**src/rtl/ps2_pkg.sv**
```systemverilog
// Shared PS/2 definitions: transmitter state encoding, command bytes and parity helper.
// The receiver imports this package as well.
package ps2_pkg;

   typedef enum logic [2:0] {
      StIdle,
      StInhibit,
      StRts,
      StBits,
      StAck,
      StWaitIdle,
      StFinish
   } ps2_state_e;

   localparam logic [7:0] PS2_CMD_SETLED = 8'hED;
   localparam logic [7:0] PS2_CMD_RESET  = 8'hFF;
   localparam logic [7:0] PS2_CMD_ECHO   = 8'hEE;
   localparam logic [7:0] PS2_ACK        = 8'hFA;

   // Odd parity: the parity bit makes the total count of ones odd.
   function automatic logic odd_parity(input logic [7:0] d);
      return ~^d;
   endfunction

endpackage

```
**src/rtl/ps2_sync_edge.sv**
```systemverilog
// Two-flop synchronizer for the PS/2 clock and data pins plus a registered,
// one-cycle falling-edge strobe on the synchronized clock.
module ps2_sync_edge (
   input  logic clk,
   input  logic reset,
   input  logic ps2clk_in,
   input  logic ps2dat_in,
   output logic clk_s,
   output logic dat_s,
   output logic fall
);

   logic [1:0] clk_ff;
   logic [1:0] dat_ff;
   logic       clk_prev;

   // Idle bus is high, so the flops reset to 1 to avoid a spurious edge.
   always_ff @(posedge clk) begin
      if (reset) begin
         clk_ff   <= 2'b11;
         dat_ff   <= 2'b11;
         clk_prev <= 1'b1;
         fall     <= 1'b0;
      end else begin
         clk_ff   <= {clk_ff[0], ps2clk_in};
         dat_ff   <= {dat_ff[0], ps2dat_in};
         clk_prev <= clk_ff[1];
         fall     <= clk_prev & ~clk_ff[1];
      end
   end

   assign clk_s = clk_ff[1];
   assign dat_s = dat_ff[1];

endmodule

```
**src/rtl/ps2_host_tx.sv**
```systemverilog
// Host-to-device PS/2 command transmitter: inhibit, request-to-send, clock out
// start/data/parity/stop on device clock falls, then check the device ack.
module ps2_host_tx
   import ps2_pkg::*;
#(
   parameter int unsigned INHIBIT_CYCLES = 2500,
   parameter int unsigned TIMEOUT_CYCLES = 375000
) (
   input  logic       clk,
   input  logic       reset,
   input  logic [7:0] tx_data,
   input  logic       tx_valid,
   output logic       tx_ready,
   output logic       tx_busy,
   output logic       done,
   output logic       err,
   input  logic       ps2clk_in,
   input  logic       ps2dat_in,
   output logic       ps2clk_oe,
   output logic       ps2dat_oe
);

   localparam int unsigned IW = $clog2(INHIBIT_CYCLES + 1);
   localparam int unsigned TW = $clog2(TIMEOUT_CYCLES + 1);
   localparam logic [IW-1:0] INH_LAST = IW'(INHIBIT_CYCLES - 1);
   localparam logic [TW-1:0] TMO_LAST = TW'(TIMEOUT_CYCLES - 1);

   ps2_state_e    state_q, state_d;
   logic [8:0]    shift_q, shift_d;
   logic [IW-1:0] icnt_q, icnt_d;
   logic [TW-1:0] tcnt_q, tcnt_d;
   logic [3:0]    bcnt_q, bcnt_d;
   logic          clk_oe_d, dat_oe_d, err_d;
   logic          clk_s, dat_s, fall;

   ps2_sync_edge u_sync (
      .clk       (clk),
      .reset     (reset),
      .ps2clk_in (ps2clk_in),
      .ps2dat_in (ps2dat_in),
      .clk_s     (clk_s),
      .dat_s     (dat_s),
      .fall      (fall)
   );

   always_comb begin
      state_d  = state_q;
      shift_d  = shift_q;
      icnt_d   = icnt_q;
      tcnt_d   = tcnt_q;
      bcnt_d   = bcnt_q;
      clk_oe_d = ps2clk_oe;
      dat_oe_d = ps2dat_oe;
      err_d    = err;
      unique case (state_q)
         StIdle: begin
            clk_oe_d = 1'b0;
            dat_oe_d = 1'b0;
            if (tx_valid) begin
               shift_d  = {odd_parity(tx_data), tx_data};
               icnt_d   = '0;
               tcnt_d   = '0;
               bcnt_d   = '0;
               clk_oe_d = 1'b1;
               state_d  = StInhibit;
            end
         end
         StInhibit: begin
            if (icnt_q == INH_LAST) begin
               dat_oe_d = 1'b1;
               state_d  = StRts;
            end else begin
               icnt_d = icnt_q + IW'(1);
            end
         end
         StRts: begin
            // Data stays low as the start bit until the device's first fall.
            clk_oe_d = 1'b0;
            tcnt_d   = '0;
            state_d  = StBits;
         end
         StBits, StAck, StWaitIdle: begin
            if (tcnt_q == TMO_LAST) begin
               clk_oe_d = 1'b0;
               dat_oe_d = 1'b0;
               err_d    = 1'b1;
               state_d  = StFinish;
            end else begin
               tcnt_d = tcnt_q + TW'(1);
               if (state_q == StBits) begin
                  if (fall) begin
                     if (bcnt_q == 4'd9) begin
                        dat_oe_d = 1'b0;
                        state_d  = StAck;
                     end else begin
                        dat_oe_d = ~shift_q[0];
                        shift_d  = {1'b0, shift_q[8:1]};
                        bcnt_d   = bcnt_q + 4'd1;
                     end
                  end
               end else if (state_q == StAck) begin
                  if (fall) begin
                     if (dat_s) begin
                        err_d   = 1'b1;
                        state_d = StFinish;
                     end else begin
                        state_d = StWaitIdle;
                     end
                  end
               end else if (clk_s && dat_s) begin
                  err_d   = 1'b0;
                  state_d = StFinish;
               end
            end
         end
         StFinish: state_d = StIdle;
         default:  state_d = StIdle;
      endcase
   end

   always_ff @(posedge clk) begin
      if (reset) begin
         state_q   <= StIdle;
         shift_q   <= '0;
         icnt_q    <= '0;
         tcnt_q    <= '0;
         bcnt_q    <= '0;
         ps2clk_oe <= 1'b0;
         ps2dat_oe <= 1'b0;
         done      <= 1'b0;
         err       <= 1'b0;
         tx_busy   <= 1'b0;
         tx_ready  <= 1'b1;
      end else begin
         state_q   <= state_d;
         shift_q   <= shift_d;
         icnt_q    <= icnt_d;
         tcnt_q    <= tcnt_d;
         bcnt_q    <= bcnt_d;
         ps2clk_oe <= clk_oe_d;
         ps2dat_oe <= dat_oe_d;
         done      <= (state_d == StFinish);
         err       <= err_d;
         tx_busy   <= (state_d != StIdle);
         tx_ready  <= (state_d == StIdle);
      end
   end

endmodule

```
**config.mk**
```make
export PLATFORM = sky130hd
export DESIGN_NAME = ps2_host_tx
export DESIGN_NICKNAME = d
export VERILOG_FILES = /design/src/rtl/ps2_pkg.sv /design/src/rtl/ps2_sync_edge.sv /design/src/rtl/ps2_host_tx.sv
export SDC_FILE = /design/constraint.sdc
export NUM_CORES = 1
export LEC_CHECK = 0
export ABC_AREA = 1
export CORE_MARGIN = 2
export CORE_UTILIZATION = 35
export DETAILED_ROUTE_END_ITERATION = 10
export PLACE_DENSITY = 0.55
export RECOVER_POWER = 25
export SETUP_SLACK_MARGIN = 0.5
export SLEW_MARGIN = 5
export SYNTH_ARGS = -nofsm -noshare
export SYNTH_HDL_FRONTEND = slang
export SYNTH_SLANG_ARGS = --single-unit
```
**constraint.sdc**
```tcl
create_clock -name clk -period 1.68 [get_ports clk]
set_input_delay 0.252 -clock clk [delete_from_list [all_inputs] [get_ports clk]]
set_output_delay 0.252 -clock clk [all_outputs]
set_load 0.01 [all_outputs]
```
==> impl_metrics.py, run 1 <==
metrics = {
    "run_status": {
        "status": "finished clean",
    },
    "cells_and_area": {
        "design_area_um2": 4860,
        "antenna_cells": 0,
        "drive_gt1_share_pct": 34.9,
        "final_nets": 613,
        "synthToLayoutAreaGrowth_pct": 44.8,
        "final_util_pct": 52.3,
        "fill_cells": 954,
    },
    "synth": {
        "ys.flop_type": "dfxtp_1",
        "synth_nets": 539,
        "yosysTopAreaCellShare_pct": 35.2,
        "post_synth.cell_area_avg_um2": 6.43,
        "async_flop_share_pct": 0,
        "syn_inst": 522,
        "netlist_area_um2": 3350,
        "synth_area_leader_cell": "dfxtp_1",
        "synth_cell_types": 34,
        "ys_warn_count": 0,
        "yosysMostFrequentCell": "nand2_1",
        "synth_edf_count": 0,
        "ys_seq_area_share_pct": 35.2,
        "synthTopCellsByCount": "nand2_1 (155), nor2_1 (73), dfxtp_1 (59)",
        "ys_ff_latch": 59,
        "yosys-top-cells-area": "dfxtp_1 (35%), nand2_1 (17%), nor2_1 (8.2%)",
    },
    "grt": {
        "grt_usage_pct": 19.2,
        "antenna_found_initial": 0,
        "grt_pass1_vias": 3376,
        "grt-ovfl-total": 0,
        "grt_max_degree": 38,
        "grt_pass1_wl_mm": 15.8,
    },
    "critical_path": {
        "startpoint_type": "register",
        "end_kind": "register",
        "cpPeakStageDelay_ns": 0.39,
        "cp.required_ns": 1.87,
        "worstPathCellList": "nand2_4 -> nor2_4 -> inv_2 -> o21ai_4 -> nand2_2 -> nor2_4 -> buf_12 -> nand2_1 -> nand2_1 -> nor2_1",
        "arrival_ns": 1.75,
        "critPathMaxFanout": 6,
        "cpMaxStageDelayCell": "dfxtp_4",
        "crit_type": "reg2reg",
    },
    "die": {
        "num_rows": 35,
        "dieArea_um2": 10400,
        "core_um2": 9280,
        "io_pins": 19,
        "dieHeight_um": 102,
        "start_util_pct": 36.1,
        "die_w_um": 102,
    },
    "sta": {
        "fin_crit_ns": 1.56,
        "finalHoldViolCount": 0,
        "skew_ns": 0.0103,
        "fin_crit_sh_pct": 92.6,
        "setup_slack_ns": 0.124,
        "finalSetupTns_ns": 0,
        "finalSetupViolCount": 0,
        "fmax_mhz": 643,
        "finalMaxSlewViolations": 0,
        "tightest_slew_ns": 0.882,
        "rsz0062_at_grt": "true",
        "relSlewSlack_pct": 41.2,
        "whs_ns": 0.417,
    },
    "clock_network": {
        "hold_buffers": 0,
        "numCtsBuffers": 9,
        "clock_latency_ns": 0.35,
        "clock_sinks": 59,
        "path_clk_slew_ns": 0.07,
        "cts_root_buffer": "clkbuf_8",
        "cts_tree": "done",
        "h-tree-depth": 3,
        "cts_max_path_buffers": 2,
    },
    "power_and_ir_drop": {
        "ir_drop_v": 0.000363,
        "powerDensity_nw_per_um2": 675,
        "leakage_uw": 0.00188,
    },
    "placed_design": {
        "numPortBuffers": 18,
        "gp_congestion": 0.906,
        "dp_hpwl_mm": 6.05,
        "postPlaceCellArea_um2": 4020,
        "preCtsSetupSlack_ns": 0.00825,
    },
    "drt": {
        "antenna_left": 0,
        "routed_wl_mm": 9.47,
        "post_drt_via_cell_ratio": 4.76,
        "drc_errors": 0,
        "routedWlPerCell_um": 13.0,
        "via_count": 3475,
        "drt_iter0_markers": 161,
        "firstDrtPassIters": 4,
    },
    "job": {
        "drv_cap": 0,
    },
    "min_path": {
        "hp-class": "reg2reg",
    },
}
-- final timing paths --
| check | from | to | slack (ns) | cells past startpoint |
|---|---|---|---|---|
| min reg2reg | u_sync.clk_ff[0] | u_sync.clk_ff[1] | 0.42 | 1 |
| min | u_sync.clk_ff[0] | u_sync.clk_ff[1] | 0.42 | 1 |
| max reg2reg | state_q[0] | bcnt_q[1] | 0.12 | 10 |
| max | state_q[0] | bcnt_q[1] | 0.12 | 10 |
-- sequential cells by signal, indices dropped and copies added, names as in the netlist --
name,count
ps2clk_oe,1
u_sync.dat_ff,2
done,1
err,1
u_sync.clk_prev,1
u_sync.fall,1
icnt_q,12
ps2dat_oe,1
shift_q,9
tx_ready,1
tx_busy,1
state_q,3
bcnt_q,4
tcnt_q,19
u_sync.clk_ff,2
-- where the power goes --
| part | switching (µW) | leakage (µW) | internal (µW) |
|---|---|---|---|
| sequential | 36.2 | 0.000492 | 1440 |
| combinational | 275 | 0.00129 | 234 |
| clock | 577 | 0.0000991 | 718 |
-- logic make-up (layout without fill, tap and decap cells) --
family	count (synthesis)	after routing	synth area share (%)
DFF	59	59	35.2
adders and majority gates	4	4	1.49
and+or+nand+nor	310	311	39.8
xor gates and xnor gates	19	19	4.96
buffers and inverters	67	145	8.28
AOI/OAI and AO/OA	63	63	10.2
-- worst max-delay path, delay by kind of cell, from the launching register on --
family / cells / cell delay (ns)
AOI/OAI and AO/OA: 1 / 0.16
and+or+nand+nor: 7 / 0.62
DFF: 1 / 0.39
buffers and inverters: 2 / 0.23
-- routing by layer --
metal	up-vias	global-route usage [%]	wire, µm
met4	0	6.87	144
met3	12	3.28	271
met2	53	31.7	4640
met1	1593	25.3	4410
li1	1817	-	-
met5	-	0	0
-- cells in the final DEF, fill, tap and decap left out, types with 3 or more instances in the layout --
cell / count
nor2_4: 11
nand3_2: 8
a21oi_2: 8
clkinv_2: 3
inv_1: 38
or2_2: 8
nand2_2: 10
nand4_1: 9
a21oi_1: 29
nand2_4: 10
dfxtp_1: 39
buf_2: 3
o21ai_4: 3
nor3_1: 3
clkbuf_8: 10
nand3_4: 6
xor2_1: 11
nand3_1: 29
o21ai_2: 12
buf_4: 44
clkdlybuf4s50_1: 12
inv_2: 8
buf_12: 3
dfxtp_2: 12
nor2_1: 54
dfxtp_4: 8
clkbuf_1: 3
buf_6: 10
o21ai_0: 4
ha_4: 3
nor2_2: 13
nand2_1: 139
o21ai_1: 3
xnor2_1: 8
-- what timing repair did --
action / in CTS / in global routing
gates cloned: 1 / 1
setup buffers: 19 / 12
gates resized for setup: 55 / 85
pin swaps: 18 / 23
hold endpoints to repair: 0 / 0
setup endpoints to repair: 59 / 59
-- final cells by class --
type                    instances  area, µm²  share of cell area, %
clock buffers                  11        141                   2.91
flip-flops and latches         59       1230                   25.2
repair buffers                 77        691                   14.2
well taps                     129        161                   3.32
inverters                      52        214                   4.40
clock inverters                 5       52.6                   1.08
multi-input cells             397       2370                   48.8
-- metrics by stage --
step	power, µW	cells
5_1_grt	3440	730
3_3_place_gp	1910	681
4_1_cts	3270	717
6_report	3280	730
2_1_floorplan	1760	522
3_5_place_dp	1910	681
No activity file was read; power rests on OpenSTA's default activity.
==> inputs of run 2 (changes only) <==
Settings changed: PLACE_DENSITY 0.55 to 0.53.
Clock period 1.68 ns to 1.7 ns, I/O delays scaled along.
==> run 2 against run 1 <==
  * Total power rose by 7.7%
  * Critical path depth unchanged
  * Core utilization increased by 3.5 points
  * Global-route usage grew 0.34 points
  * Non-clock buffer count up 15
  * Sequential cell count unchanged
==> impl_metrics.py, run 2 (synthesis results as in run 1) <==
metrics = {
    "run_status": {
        "status": "finished clean",
    },
    "clock_network": {
        "path_clk_slew_ns": 0.07,
        "cts_tree": "done",
        "clock_sinks": 59,
        "h-tree-depth": 3,
        "clock_latency_ns": 0.35,
        "numCtsBuffers": 9,
        "cts_root_buffer": "clkbuf_8",
        "cts_max_path_buffers": 2,
        "hold_buffers": 0,
    },
    "placed_design": {
        "dp_hpwl_mm": 6.20,
        "gp_congestion": 0.982,
        "placed_cells": 684,
        "numPortBuffers": 18,
    },
    "sta": {
        "relSlewSlack_pct": 65.1,
        "finalSetupTns_ns": 0,
        "whs_ns": 0.410,
        "finalSetupViolCount": 0,
        "tightest_slew_ns": 0.524,
        "fin_crit_sh_pct": 91.5,
        "finalMaxSlewViolations": 0,
        "finalHoldViolCount": 0,
        "fin_crit_ns": 1.56,
        "skew_ns": 0.00966,
        "fmax_mhz": 643,
        "rsz0062_at_grt": "true",
    },
    "grt": {
        "antenna_found_initial": 0,
        "grt_pass1_wl_mm": 16.0,
        "grt-ovfl-total": 0,
        "grt_usage_pct": 19.5,
        "grt_max_degree": 22,
        "grt_pass1_vias": 3418,
    },
    "cells_and_area": {
        "fill_cells": 867,
        "mostFrequentLayoutCell": "nand2_1",
        "synthToLayoutAreaGrowth_pct": 54.5,
        "regArea_um2": 1230,
        "multi_input_area_um2": 2480,
        "largest_reg_flops": 19,
        "final_cell_mix": "nand2_1 (130), nor2_1 (51), buf_4 (51)",
        "stdcell_count": 746,
        "largest-register": "tcnt_q",
        "antenna_cells": 0,
        "drive_gt1_share_pct": 41.5,
        "final_util_pct": 55.8,
        "reg_top3": "tcnt_q: 19 flops, icnt_q: 12 flops, shift_q: 9 flops",
        "final_nets": 629,
    },
    "drt": {
        "antenna_left": 0,
        "firstDrtPassIters": 6,
        "routedWlPerCell_um": 13.6,
        "drt_iter0_markers": 146,
        "routed_wl_mm": 10.2,
        "via_count": 3654,
        "post_drt_via_cell_ratio": 4.90,
        "drc_errors": 0,
    },
    "power_and_ir_drop": {
        "ir_drop_v": 0.000383,
        "powerDensity_nw_per_um2": 681,
        "leakage_uw": 0.00200,
    },
    "die": {
        "num_rows": 35,
        "die_w_um": 102,
        "start_util_pct": 36.1,
        "core_um2": 9280,
        "dieHeight_um": 102,
        "io_pins": 19,
        "dieArea_um2": 10400,
    },
    "critical_path": {
        "startpoint_type": "register",
        "critPathMaxFanout": 7,
        "cp.required_ns": 1.93,
        "cpPeakStageDelay_ns": 0.39,
        "arrival_ns": 1.78,
        "cpMaxStageDelayCell": "dfxtp_4",
        "worstPathCellList": "nor2_4 -> nand2_2 -> nor2_1 -> inv_2 -> buf_4 -> nand4_4 -> clkbuf_16 -> nand2_2 -> nand2_1 -> nor2_1",
        "end_kind": "register",
        "crit_type": "reg2reg",
    },
    "job": {
        "drv_cap": 0,
    },
    "min_path": {
        "hp-class": "reg2reg",
    },
}
run 2: cell types whose count changed in the layout (fill, tap and decap cells not counted), sizes merged:
cell	delta
clkinv	+2
clkdlybuf4s25	-1
dlygate4sd2	+2
clkbuf	+1
clkdlybuf4s15	+1
clkinvlp	-1
inv	-1
dlygate4sd3	+1
buf	+12
clkdlybuf4s50	-1
bufinv	+1
run 2: critical path: cells and delay by family (launching register included):
kind | cells | cell delay (ns)
simple gates | 7 | 0.64
flops | 1 | 0.39
buf+inv | 3 | 0.40
run 2: metal layers:
layer / wire length, µm / part of all wire, % / track usage [%] / up-vias
met4: 172 / 1.7 / 5.95 / 0
met1: 4510 / 44 / 25.5 / 1685
met3: 452 / 4.4 / 4.04 / 15
met5: 0 / 0 / 0 / -
li1: - / - / - / 1850
met2: 5030 / 49 / 32.5 / 104
run 2: report_power, final:
group | internal, µW | leakage (µW) | switching [µW] | total [µW]
logic | 292 | 0.00139 | 307 | 599
clock network | 898 | 0.000119 | 577 | 1470
registers | 1420 | 0.000493 | 36.9 | 1460
total | 2610 | 0.00200 | 921 | 3530
run 2: worst paths after layout:
kind / from / endpoint / slack (ns) / cells past startpoint
worst min-delay path: u_sync.dat_ff[0] / u_sync.dat_ff[1] / 0.41 / 1
worst max register to register: state_q[2] / bcnt_q[1] / 0.14 / 10
worst min register to register: u_sync.dat_ff[0] / u_sync.dat_ff[1] / 0.41 / 1
worst max-delay path: state_q[2] / bcnt_q[1] / 0.14 / 10
run 2: repair_timing:
item,in CTS,in global routing
pin swaps,25,26
gates cloned,3,1
setup buffers,26,16
setup endpoints to repair,59,56
resized for setup,82,95
run 2: cell type report:
cell class	count	share of cell area (%)
Multi-Input combinational cell	397	47.8
Sequential cell	59	23.7
Timing Repair Buffer	92	16.7
Inverter	52	4.18
Tap cell	129	3.11
Clock buffer	11	2.92
Clock inverter	5	1.45
Timing Repair inverter	1	0.0966
run 2: metrics by stage:
stage                     worst slack, ns  total power, µW  area [µm²]
after detailed placement           0.0115             1880        4020
after global routing               0.0491             3690        5180
after global placement             0.0609             1870        4020
after CTS                           0.151             3500        4780
final                               0.144             3530        5180
after floorplan                     0.291             1740        3540
==> inputs of run 3 (changes only) <==
Settings changed: GPL_TIMING_DRIVEN set to 0.
==> run 3 against run 2 <==
  * Register-to-register slack got worse by 0.03 ns
  * Combinational power decreased by 22%
  * Largest power group is now sequential cells
  * Clock skew rose by 0.0040 ns
==> impl_metrics.py, run 3 (synthesis results as in run 1) <==
metrics = {
    "cells_and_area": {
        "final_cell_mix": "nand2_1 (141), nor2_1 (59), inv_1 (39), dfxtp_1 (39)",
        "drive_gt1_share_pct": 29.6,
        "final_nets": 605,
        "mostFrequentLayoutCell": "nand2_1",
        "synthToLayoutAreaGrowth_pct": 40.0,
        "antenna_cells": 0,
        "reg_top3": "tcnt_q: 19 flops, icnt_q: 12 flops, shift_q: 9 flops",
        "largest_reg_flops": 19,
        "largest-register": "tcnt_q",
        "design_area_um2": 4700,
    },
    "critical_path": {
        "cpMaxStageDelayCell": "dfxtp_2",
        "ff2ff_path_depth": 12,
        "crit_family": "simple AND/OR/NAND/NOR gates",
        "cpPeakStageDelay_ns": 0.32,
        "worstPathCellList": "buf_6 -> nand2_4 -> nand2_4 -> nand2_8 -> buf_4 -> nand3_4 -> nand3_4 -> buf_8 -> nand2_1 -> clkinv_1 -> nor2_1 -> nor2_1",
        "cp.depth": 12,
        "worst-path-buf-inv": 4,
        "startpoint_type": "register",
        "critPathMaxFanout": 10,
        "end_kind": "register",
        "crit_type": "reg2reg",
        "arrival_ns": 1.80,
        "cp.required_ns": 1.92,
    },
    "drt": {
        "drc_errors": 0,
        "drt_iter0_markers": 116,
        "post_drt_via_cell_ratio": 4.79,
        "routedWlPerCell_um": 13.0,
        "routed_wl_mm": 9.38,
        "antenna_left": 0,
        "firstDrtPassIters": 4,
        "via_count": 3456,
    },
    "clock_network": {
        "cts_tree": "done",
        "path_clk_slew_ns": 0.06,
        "numCtsBuffers": 9,
        "clock_sinks": 59,
        "clock_latency_ns": 0.34,
        "cts_root_buffer": "clkbuf_8",
        "cts_max_path_buffers": 2,
        "h-tree-depth": 3,
    },
    "grt": {
        "grt_usage_pct": 19.1,
        "grt-ovfl-total": 0,
        "grt_pass1_wl_mm": 15.6,
        "grt_pass1_vias": 3323,
        "antenna_found_initial": 0,
        "grt_max_degree": 11,
    },
    "sta": {
        "fin_crit_sh_pct": 93.4,
        "fmax_mhz": 630,
        "finalHoldViolCount": 0,
        "finalMaxSlewViolations": 0,
        "relSlewSlack_pct": 68.0,
        "finalSetupViolCount": 0,
        "setup_slack_ns": 0.112,
        "fin_crit_ns": 1.59,
        "rsz0062_at_grt": "true",
        "skew_ns": 0.0137,
        "tightest_slew_ns": 0.481,
    },
    "power_and_ir_drop": {
        "powerDensity_nw_per_um2": 689,
        "intPower_uw": 2380,
        "clockPowerShare_pct": 40.4,
        "p_sw_share_pct": 26.4,
        "leakage_uw": 0.00178,
        "p_switching_uw": 854,
        "ir_drop_v": 0.000465,
        "combPwrFrac_pct": 14.4,
        "p_seq_share_pct": 45.2,
    },
    "placed_design": {
        "numPortBuffers": 18,
        "dp_hpwl_mm": 6.30,
        "gp_congestion": 0.885,
        "preCtsSetupSlack_ns": -0.242,
        "postPlaceCellArea_um2": 3880,
    },
    "die": {
        "core_um2": 9280,
        "num_rows": 35,
        "io_pins": 19,
        "dieArea_um2": 10400,
        "die_w_um": 102,
        "dieHeight_um": 102,
        "start_util_pct": 36.1,
    },
    "min_path": {
        "hold_depth": 1,
        "hp-class": "reg2reg",
    },
    "job": {
        "drv_cap": 0,
    },
    "run_status": {
        "status": "finished clean",
    },
}
==> run 3: cell types whose count changed in the layout (fill, tap and decap cells not counted), moves of 8 or more <==
cell     delta
buf_4      -23
a21oi_2    -10
nand2_2     -8
a21oi_1    +10
nor2_1      +8
nand2_1    +11
==> run 3: layout make-up <==
class / count / area, µm²
fill: 981 / 4590
multi-input combinational: 396 / 2290
sequential: 59 / 1220
timing repair buffer: 55 / 489
inverter: 52 / 210
tap: 129 / 161
clock buffer: 13 / 159
buffer: 15 / 126
clock inverter: 2 / 35.0
==> run 3: timing repair <==
action | CTS | global route
setup endpoints to repair | 59 | 57
cloned | 3 | 0
endpoints found under the hold margin | 0 | 0
hold buffers | 0 | 0
pin swaps | 24 | 16
resized for setup | 76 | 40
setup buffers | 26 | 8
==> run 3: layer usage <==
layer	track usage [%]	share of wire [%]
met5	0	0
met1	23.8	47
met3	4.38	2.5
met2	32.7	49
met4	5.74	1.3
==> run 3: power by group through the flow <==
| stage | Combinational (µW) | Sequential (µW) | Clock, µW |
|---|---|---|---|
| 2_1_floorplan | 246 | 1490 | 0 |
| 3_3_place_gp | 365 | 1490 | 0 |
| 3_5_place_dp | 367 | 1500 | 0 |
| 4_1_cts | 456 | 1460 | 1330 |
| 5_1_grt | 510 | 1470 | 1400 |
| 6_report | 467 | 1460 | 1310 |
==> run 3: final timing paths <==
kind                                        from               end  slack [ns]
worst max-delay path                  state_q[1]        tcnt_q[18]        0.11
worst min-delay path            u_sync.clk_ff[0]  u_sync.clk_ff[1]        0.41
worst max register to register        state_q[1]        tcnt_q[18]        0.11
worst min register to register  u_sync.clk_ff[0]  u_sync.clk_ff[1]        0.41
==> run 3: per-stage QoR <==
step                power, µW  TNS (ns)  hold slack [ns]  cells  util (%)
floorplan                1740         0            0.359    522         -
global placement         1860     -4.64            0.399    669      41.8
detailed placement       1860     -4.49            0.399    669      41.8
CTS                      3250         0            0.413    713      48.8
global route             3370         0            0.430    721      50.6
finish                   3230         0            0.412    721      50.6
==> run 3: worst register-to-register path: stages, from the launching register on <==
cell and delay (ns):
dfxtp_2 0.32, buf_6 0.13, nand2_4 0.08, nand2_4 0.10
nand2_8 0.08, buf_4 0.15, nand3_4 0.08, nand3_4 0.12
buf_8 0.17, nand2_1 0.06, clkinv_1 0.05, nor2_1 0.09
nor2_1 0.04
